[config.mk]
export PLATFORM = sky130hd
export DESIGN_NAME = alu_mdu
export DESIGN_NICKNAME = d
export VERILOG_FILES = /design/src/rtl/alu_mdu_pkg.sv /design/src/rtl/alu_mdu_div_iter.sv /design/src/rtl/alu_mdu.sv
export SDC_FILE = /design/constraint.sdc
export NUM_CORES = 2
export LEC_CHECK = 0
export ABC_AREA = 1
export CAP_MARGIN = 20
export CORE_MARGIN = 2
export CORE_UTILIZATION = 50
export DETAILED_ROUTE_END_ITERATION = 6
export GPL_ROUTABILITY_DRIVEN = 1
export PLACE_DENSITY = 0.68
export SLEW_MARGIN = 20
export SYNTH_ARGS = -nofsm -noshare
export SYNTH_HDL_FRONTEND = slang
export SYNTH_SLANG_ARGS = --single-unit
[constraint.sdc]
create_clock -name clk -period 1.15 [get_ports clk]
set_input_delay 0.345 -clock clk [delete_from_list [all_inputs] [get_ports clk]]
set_output_delay 0.345 -clock clk [all_outputs]
set_load 0.01 [all_outputs]
[src/rtl/alu_mdu_pkg.sv]
// Shared op codes and FSM state encoding for the alu_mdu execute unit.
// ALU_MDU_DIV_EN adds the DIV state used by the iterative divider.
package alu_mdu_pkg;

  localparam int unsigned OP_W = 5;

  localparam logic [OP_W-1:0] OP_ADD    = 5'd0;
  localparam logic [OP_W-1:0] OP_SUB    = 5'd1;
  localparam logic [OP_W-1:0] OP_XOR    = 5'd2;
  localparam logic [OP_W-1:0] OP_OR     = 5'd3;
  localparam logic [OP_W-1:0] OP_AND    = 5'd4;
  localparam logic [OP_W-1:0] OP_SLL    = 5'd5;
  localparam logic [OP_W-1:0] OP_SRL    = 5'd6;
  localparam logic [OP_W-1:0] OP_SRA    = 5'd7;
  localparam logic [OP_W-1:0] OP_SLT    = 5'd8;
  localparam logic [OP_W-1:0] OP_SLTU   = 5'd9;
  localparam logic [OP_W-1:0] OP_LUI    = 5'd10;
  localparam logic [OP_W-1:0] OP_AUIPC  = 5'd11;
  localparam logic [OP_W-1:0] OP_MUL    = 5'd12;
  localparam logic [OP_W-1:0] OP_MULH   = 5'd13;
  localparam logic [OP_W-1:0] OP_MULHSU = 5'd14;
  localparam logic [OP_W-1:0] OP_MULHU  = 5'd15;
  localparam logic [OP_W-1:0] OP_DIV    = 5'd16;
  localparam logic [OP_W-1:0] OP_DIVU   = 5'd17;
  localparam logic [OP_W-1:0] OP_REM    = 5'd18;
  localparam logic [OP_W-1:0] OP_REMU   = 5'd19;

  localparam logic [OP_W-1:0] OP_ILLEGAL_MIN = 5'd20;

  typedef enum logic [1:0] {
    ST_IDLE = 2'd0,
`ifdef ALU_MDU_DIV_EN
    ST_DIV  = 2'd1,
`endif
    ST_DONE = 2'd2
  } state_t;

endpackage

[src/rtl/alu_mdu_div_iter.sv]
// Unsigned restoring divider: one quotient bit per cycle, XLEN cycles total.
// The first step is taken on the start edge so done rises XLEN-1 cycles later.
module div_iter #(
  parameter int unsigned XLEN = 32
) (
  input  logic            clk,
  input  logic            rst,
  input  logic            start,
  input  logic [XLEN-1:0] dividend,
  input  logic [XLEN-1:0] divisor,
  output logic            busy,
  output logic            done,
  output logic [XLEN-1:0] quotient,
  output logic [XLEN-1:0] remainder
);

  localparam int unsigned CW = $clog2(XLEN) + 1;

  logic [CW-1:0]   count;
  logic [XLEN-1:0] dvsr;
  logic [XLEN-1:0] src_q;
  logic [XLEN-1:0] src_r;
  logic [XLEN:0]   rem_sh;
  logic [XLEN:0]   trial;
  logic [XLEN-1:0] step_q;
  logic [XLEN-1:0] step_r;

  // One restoring step; on start it works straight from the input operands.
  always_comb begin
    src_q  = start ? dividend : quotient;
    src_r  = start ? '0 : remainder;
    rem_sh = {src_r, src_q[XLEN-1]};
    trial  = rem_sh - {1'b0, (start ? divisor : dvsr)};
    if (trial[XLEN]) begin
      step_r = rem_sh[XLEN-1:0];
      step_q = {src_q[XLEN-2:0], 1'b0};
    end else begin
      step_r = trial[XLEN-1:0];
      step_q = {src_q[XLEN-2:0], 1'b1};
    end
  end

  always_ff @(posedge clk or posedge rst) begin
    if (rst) begin
      busy      <= 1'b0;
      done      <= 1'b0;
      count     <= '0;
      dvsr      <= '0;
      quotient  <= '0;
      remainder <= '0;
    end else if (start) begin
      busy      <= 1'b1;
      done      <= 1'b0;
      count     <= CW'(1);
      dvsr      <= divisor;
      quotient  <= step_q;
      remainder <= step_r;
    end else if (busy) begin
      quotient  <= step_q;
      remainder <= step_r;
      count     <= CW'(count + CW'(1));
      if (count == CW'(XLEN - 1)) begin
        busy <= 1'b0;
        done <= 1'b1;
      end
    end
  end

endmodule

[src/rtl/alu_mdu.sv]
// RV32I ALU plus M-extension execute unit behind a valid/ready handshake.
// ALU_MDU_DIV_EN enables div/rem (ops 16-19); otherwise they report illegal.
module alu_mdu
  import alu_mdu_pkg::*;
#(
  parameter  int unsigned XLEN = 32,
  localparam int unsigned SHW  = $clog2(XLEN)
) (
  input  logic            clk,
  input  logic            rst,
  input  logic            in_valid,
  output logic            in_ready,
  input  logic [4:0]      op,
  input  logic [XLEN-1:0] src_a,
  input  logic [XLEN-1:0] src_b,
  input  logic [SHW-1:0]  shamt,
  input  logic            b_sel,
  output logic            out_valid,
  input  logic            out_ready,
  output logic [XLEN-1:0] result,
  output logic            illegal
);

  localparam int unsigned PW = 2 * XLEN;

  state_t                 state;
  logic                   accept;
  logic [SHW-1:0]         sh;
  logic signed [XLEN:0]   mul_a;
  logic signed [XLEN:0]   mul_b;
  logic signed [PW-1:0]   prod;
  logic [XLEN-1:0]        op_res;
  logic                   op_ill;

  assign in_ready = (state == ST_IDLE) || ((state == ST_DONE) && out_ready);
  assign accept   = in_valid && in_ready;
  assign sh       = b_sel ? shamt : src_b[SHW-1:0];

  // Operand sign-extension selects signed/unsigned halves of the product.
  assign mul_a = {((op == OP_MULH) || (op == OP_MULHSU)) & src_a[XLEN-1], src_a};
  assign mul_b = {(op == OP_MULH) & src_b[XLEN-1], src_b};
  assign prod  = PW'(mul_a) * PW'(mul_b);

`ifdef ALU_MDU_DIV_EN
  localparam logic [XLEN-1:0] SMIN = {1'b1, {(XLEN-1){1'b0}}};

  logic            div_op, div_sgn, div_rem, a_neg, b_neg, b_zero, div_ovf, go_div;
  logic [XLEN-1:0] a_mag, b_mag, div_q, div_r, div_res;
  logic            div_busy, div_done;
  logic            q_neg, r_neg, rem_sel;

  assign div_op  = (op >= OP_DIV) && (op <= OP_REMU);
  assign div_sgn = (op == OP_DIV) || (op == OP_REM);
  assign div_rem = (op == OP_REM) || (op == OP_REMU);
  assign a_neg   = div_sgn & src_a[XLEN-1];
  assign b_neg   = div_sgn & src_b[XLEN-1];
  assign a_mag   = a_neg ? -src_a : src_a;
  assign b_mag   = b_neg ? -src_b : src_b;
  assign b_zero  = (src_b == '0);
  assign div_ovf = div_sgn && (src_a == SMIN) && (src_b == '1);
  assign go_div  = div_op && !b_zero && !div_ovf;
  assign div_res = rem_sel ? (r_neg ? -div_r : div_r) : (q_neg ? -div_q : div_q);

  div_iter #(.XLEN(XLEN)) u_div (
    .clk       (clk),
    .rst       (rst),
    .start     (accept && go_div),
    .dividend  (a_mag),
    .divisor   (b_mag),
    .busy      (div_busy),
    .done      (div_done),
    .quotient  (div_q),
    .remainder (div_r)
  );
`endif

  // Single-cycle result; div/rem entries only cover the zero and overflow cases.
  always_comb begin
    op_res = '0;
    op_ill = 1'b0;
    case (op)
      OP_ADD, OP_AUIPC: op_res = src_a + src_b;
      OP_SUB:           op_res = src_a - src_b;
      OP_XOR:           op_res = src_a ^ src_b;
      OP_OR:            op_res = src_a | src_b;
      OP_AND:           op_res = src_a & src_b;
      OP_SLL:           op_res = src_a << sh;
      OP_SRL:           op_res = src_a >> sh;
      OP_SRA:           op_res = XLEN'($signed(src_a) >>> sh);
      OP_SLT:           op_res = XLEN'($signed(src_a) < $signed(src_b));
      OP_SLTU:          op_res = XLEN'(src_a < src_b);
      OP_LUI:           op_res = src_b;
      OP_MUL:           op_res = prod[XLEN-1:0];
      OP_MULH, OP_MULHSU, OP_MULHU: op_res = prod[PW-1:XLEN];
`ifdef ALU_MDU_DIV_EN
      OP_DIV, OP_DIVU:  op_res = b_zero ? '1 : src_a;
      OP_REM, OP_REMU:  op_res = b_zero ? src_a : '0;
`endif
      default:          op_ill = 1'b1;
    endcase
  end

  always_ff @(posedge clk or posedge rst) begin
    if (rst) begin
      state     <= ST_IDLE;
      out_valid <= 1'b0;
      result    <= '0;
      illegal   <= 1'b0;
`ifdef ALU_MDU_DIV_EN
      q_neg     <= 1'b0;
      r_neg     <= 1'b0;
      rem_sel   <= 1'b0;
`endif
    end else if (accept) begin
      result    <= op_res;
      illegal   <= op_ill;
      out_valid <= 1'b1;
      state     <= ST_DONE;
`ifdef ALU_MDU_DIV_EN
      q_neg     <= a_neg ^ b_neg;
      r_neg     <= a_neg;
      rem_sel   <= div_rem;
      if (go_div) begin
        out_valid <= 1'b0;
        state     <= ST_DIV;
      end
`endif
    end else if ((state == ST_DONE) && out_ready) begin
      out_valid <= 1'b0;
      state     <= ST_IDLE;
    end
`ifdef ALU_MDU_DIV_EN
    else if ((state == ST_DIV) && div_done && !div_busy) begin
      result    <= div_res;
      illegal   <= 1'b0;
      out_valid <= 1'b1;
      state     <= ST_DONE;
    end
`endif
  end

endmodule

==> Yosys cells after proc, flatten, opt, wreduce, memory -nomap -nowiden <==
Index checks and enable logic that the tools add are counted.
{ "totals": {"output_inout_bits": 35, "reg_bits": 36, "word_cells": 50} }
{ "classes": {"add_sub_neg": 2, "eq_ne": 16, "bitwise": 5, "shift": 3, "multipliers": 1, "reduce_logical": 10, "n_lt_le_gt_ge": 2, "muxes": 7} }
{ "op_table": {"columns": ["operator", "count"], "rows": [
  ["$pmux W32 S13", 1],
  ["$lt A32 B32 Y1", 2],
  ["$mul A33 B33 Y64", 1],
  ["$eq A5 B4 Y1 const B", 8],
  ["$add A32 B32 Y32", 1],
  ["$and A32 B32 Y32", 1],
  ["$or A32 B32 Y32", 1],
  ["$shl A32 B5 Y32", 1],
  ["$shr A32 B5 Y32", 1],
  ["$sshr A32 B5 Y32", 1],
  ["$sub A32 B32 Y32", 1],
  ["$xor A32 B32 Y32", 1],
  ["$eq A5 B3 Y1 const B", 4],
  ["$reduce_or A16 Y1", 1],
  ["$eq A5 B2 Y1 const B", 2],
  ["$eq A5 B1 Y1 const B", 1],
  ["$logic_not A5 Y1", 1],
  ["$mux W5", 1],
  ["$mux W2", 2],
  ["$mux W1", 3],
  ["$reduce_or A3 Y1", 1],
  ["$and A1 B1 Y1", 2],
  ["$eq A2 B2 Y1 const B", 1],
  ["$logic_and A1 B1 Y1", 2],
  ["4 further kinds", 5]
]} }

==> Logic depth before layout (Yosys ltp) <==
{ "logic_depth": {"ltp_word": 5, "mapped_depth": 38, "depth_no_buf": 37} }

==> Worst setup path before layout <==
No wires, ideal clock.
{ "synth_timing": {"path_kind": "input to register", "from": "in src_a[31]", "to": "reg result[27]", "arrival_ns": 7.860, "setup_ns": 0.117, "n_path_buf": 2, "path_stages": 30, "t_required_ns": 1.033, "slack_ns": -6.827, "cell_sequence": "clkbuf_1 > nand3_1 > clkbuf_1 > nor2_1 > inv_1 > fa_1 > fa_1 > inv_1 > fa_1 > inv_1 > fa_1 > inv_1 > fa_1 > fa_1 > fa_1 > inv_1 > fa_1 > inv_1 > ha_1 > nand2_1 > nor2_1 > inv_1 > nor4_1 > nand3_1 > nand3_1 > nand2_1 > nand3_1 > nand3_1 > nand2_1 > nand2_1"} }
{ "synth_via": {"elab_chain_len": 3, "elab_cells_between_ends": 6} }
{ "synth_lines": {"columns": ["item", "line_no", "source"], "rows": [
  ["start: declaration", "alu_mdu.sv:14", "input logic [XLEN-1:0] src_a,"],
  ["$and A1 B1 Y1", "alu_mdu.sv:40", "assign mul_a = {((op == OP_MULH) || (op == OP_MULHSU)) & src_a[XLEN-1], src_a};"],
  ["$mul A33 B33 Y64", "alu_mdu.sv:42", "assign prod = PW'(mul_a) * PW'(mul_b);"],
  ["$pmux W32 S13 (*)", "alu_mdu.sv:81", "case (op)"],
  ["end signal: assignment", "alu_mdu.sv:115", "result <= op_res;"],
  ["end: declaration", "alu_mdu.sv:20", "output logic [XLEN-1:0] result,"]
]} }
Mark *: on every way between the ends. The rest lies on a longest branch, timed or not.
A chain may end at the register's enable or synchronous reset.

==> Worst setup path in the final report <==
{ "layout_timing": {"from": "in op[0]", "to": "reg result[7]"} }
{ "layout_via": {"elab_chain_len": 5, "elab_cells_between_ends": 23} }
{ "layout_lines": {"columns": ["item", "line_no", "source"], "rows": [
  ["start: declaration", "alu_mdu.sv:13", "input logic [4:0] op,"],
  ["$eq A5 B4 Y1 (on tied branches)", "alu_mdu.sv:40, alu_mdu.sv:41, alu_mdu.sv:81", null],
  ["$logic_or A1 B1 Y1", "alu_mdu.sv:40", null],
  ["$and A1 B1 Y1", "alu_mdu.sv:40", null],
  ["$mul A33 B33 Y64", "alu_mdu.sv:42", null],
  ["$pmux W32 S13 (*)", "alu_mdu.sv:81", null]
]} }
Marked as above.

==> impl_metrics.env <==
export IMPL_syn_instance_count=7458
export IMPL_hold_viol=0
export IMPL_synth_top_area_share_pct=43.5
export IMPL_setup_viol=67
export IMPL_netlist_cell_type_count=50
export IMPL_period_needed_ns=7.55
export IMPL_grt_setup_unrepaired="true"
export IMPL_fillers=8737
export IMPL_start_util_pct=50.2
export IMPL_path_class="in2reg"
export IMPL_regToRegSetupSlack_ns=-0.15
export IMPL_die_area_um2=106000
export IMPL_clk_pin_slew_worst_paths_ns=0.07
export IMPL_die_h_um=326
export IMPL_slew_violations=0
export IMPL_synthArstFlopShare_pct=100
export IMPL_routed_wl_mm=234
export IMPL_synth_edf_count=0
export IMPL_root_buffer="clkbuf_16"
export IMPL_finalWeightedCongestion=1.10
export IMPL_status="finished, violations left"
export IMPL_cp_slowest_cell="fa_2"
export IMPL_drtAntennaViolNets=0
export IMPL_grt_pass1_wl_mm=347
export IMPL_core_area_um2=103000
export IMPL_clock_path_buffers=2
export IMPL_slowest_delay_ns=0.60
export IMPL_gr_total_overflow=0
export IMPL_endpoint="result[7]"
export IMPL_dp_slack_ns=-7.39
export IMPL_drc_errors=0
export IMPL_crit_path_max_fanout=5
export IMPL_endpoint_kind="register"
export IMPL_clock_latency_ns=0.33
export IMPL_relSlewSlack_pct=61.4
export IMPL_fmax_ghz=0.133
export IMPL_multi_input_area_um2=44900
export IMPL_synth_top_area_cell="fa_1"
export IMPL_ys_warn_count=0
export IMPL_cts_sinks=34
export IMPL_antenna_found_initial=14
export IMPL_yosysSeqAreaShare_pct=1.64
export IMPL_cp_required_ns=1.37
export IMPL_drt_initial_drc_count=5993
export IMPL_hpwl_mm=198
export IMPL_synth_top_cells_by_area="fa_1 (44%), nand2_1 (16%), inv_1 (14%), ha_1 (7.4%), nand3_1 (5.2%)"
export IMPL_worstSetupStartpointType="input pin"
export IMPL_grt_max_degree=49
export IMPL_final_cells=10100
export IMPL_synth_seq_cells=34
export IMPL_grt_total_usage_pct=43.7
export IMPL_synth_area_um2=51900
export IMPL_firstDrtPassIters=6
export IMPL_crit_path_start="op[0]"
export IMPL_holdCritPathClass="in2async"
export IMPL_area_growth_pct=33.7
export IMPL_seqCellArea_um2=868
export IMPL_place_port_buffers=113
export IMPL_period_share_pct=656
export IMPL_skew_ns=0.00827
export IMPL_met3_length_mm=23.7
export IMPL_cts_tree="done"
export IMPL_die_width_um=326
export IMPL_synth_ff_type="dfrtp_1"
export IMPL_finalWorstSetupSlack_ns=-6.40
export IMPL_cts_made_buffers=5
export IMPL_placedCellCount=9997
export IMPL_violations="negative setup slack"
export IMPL_drt_wirelength_per_cell_um=23.1
export IMPL_wl_met2_mm=104
export IMPL_vias=55100
export IMPL_synth_avg_cell_area_um2=6.95
export IMPL_r2r_start="state[1]"
export IMPL_htreeDepth=2
export IMPL_rr_worst_depth=7
export IMPL_final_nets=10200
export IMPL_synth_most_common_cell="nand2_1"
export IMPL_max_cap_violations=0
export IMPL_tightest_slew_ns=0.579
export IMPL_rows=118
export IMPL_io_pins=114
export IMPL_r2r_end="result[14]"
export IMPL_drive_gt1_share_pct=25.1
export IMPL_yosys_top_cells_count="nand2_1 (2147), inv_1 (1945), fa_1 (1127)"
export IMPL_grt_pass1_vias=56500
export IMPL_cp_data_arrival_time_ns=7.76
export IMPL_vias_per_cell=5.44
export IMPL_wl_met1_mm=90.9
export IMPL_synth_fp_nets=8972
export IMPL_top_layer_used="met5"
kinds of logic (layout without fill, tap and decap cells):
group                      count (synthesis)  after routing  share of synthesized area, %
buffers and inverters                   2311           3589                          17.0
adders and majority gates               1435           1435                          50.9
and+or+nand+nor                         3203           3203                          25.3
xor gates and xnor gates                  13             13                         0.220
other                                      0              5                             0
DFF                                       34             34                          1.64
AOI/OAI and AO/OA                        462            462                          4.89
cell type report:
type                    count  area share [%]
diodes                      5          0.0180
multi-input cells        5113            64.8
clock buffers               7           0.206
clock inverters             1         0.00722
well taps                1380            2.49
repair buffers           1616            20.4
flip-flops and latches     34            1.25
inverters                1965            10.8
timing repair:
action,CTS,global route
endpoints found under the setup margin,68,68
resized for setup,600,276
hold buffers,0,0
pin swaps,187,165
setup buffers,78,27
cloned,8,4
worst min path at each step:
stage | startpoint | endpoint | cells past startpoint
3_3_place_gp | result[6] | result[6] | 2
2_1_floorplan | rst | illegal | 1
6_report | rst | result[4] | 3
3_5_place_dp | result[5] | result[5] | 2
5_1_grt | rst | illegal | 3
4_1_cts | rst | result[6] | 3
flip-flops by register name (all words and copies together), names as in the netlist:
register and count:
result 32, illegal 1, state 1
placed cells by master (no fill, tap or decap), types with 31 or more instances in the layout:
| cell | instances |
|---|---|
| buf_2 | 45 |
| nand4_1 | 65 |
| inv_1 | 1850 |
| nand3_1 | 485 |
| inv_2 | 90 |
| nor2_4 | 63 |
| nand2_1 | 1991 |
| nand2_2 | 112 |
| nand3_2 | 41 |
| fa_1 | 1096 |
| nor2_1 | 277 |
| a21oi_2 | 31 |
| buf_4 | 1316 |
| ha_4 | 44 |
| a21oi_1 | 156 |
| buf_6 | 74 |
| o22ai_1 | 38 |
| ha_1 | 262 |
| buf_12 | 121 |
| fa_2 | 31 |
| o21ai_0 | 118 |
| nand2_4 | 46 |
worst max-delay path, delay by kind of cell:
| family | cells | cell delay [ns] |
|---|---|---|
| compound gates | 2 | 0.14 |
| simple gates | 12 | 1.17 |
| buf+inv | 16 | 1.50 |
| fa+ha+maj | 9 | 4.57 |
layer usage:
| metal | up-vias | track usage, % |
|---|---|---|
| met5 | - | 0 |
| met4 | 16 | 21.8 |
| met3 | 705 | 8.21 |
| met2 | 2973 | 68.1 |
| met1 | 27100 | 58.6 |
| li1 | 24300 | - |
stage by stage:
stage | hold WS (ns) | area, µm² | utilization, % | setup TNS [ns]
after floorplan | 0.487 | 53700 | - | -182.72
after global placement | 0.461 | 65900 | 63.9 | -230.70
after detailed placement | 0.471 | 65900 | 63.9 | -234.09
after CTS | 0.412 | 68200 | 66.1 | -201.66
after global routing | 0.432 | 69300 | 67.2 | -210.92
final | 0.405 | 69300 | 67.2 | -204.29
Power is left out: the tool's default activity adds up to more than one toggle a clock period on the data nets, which glitch-free logic cannot reach.
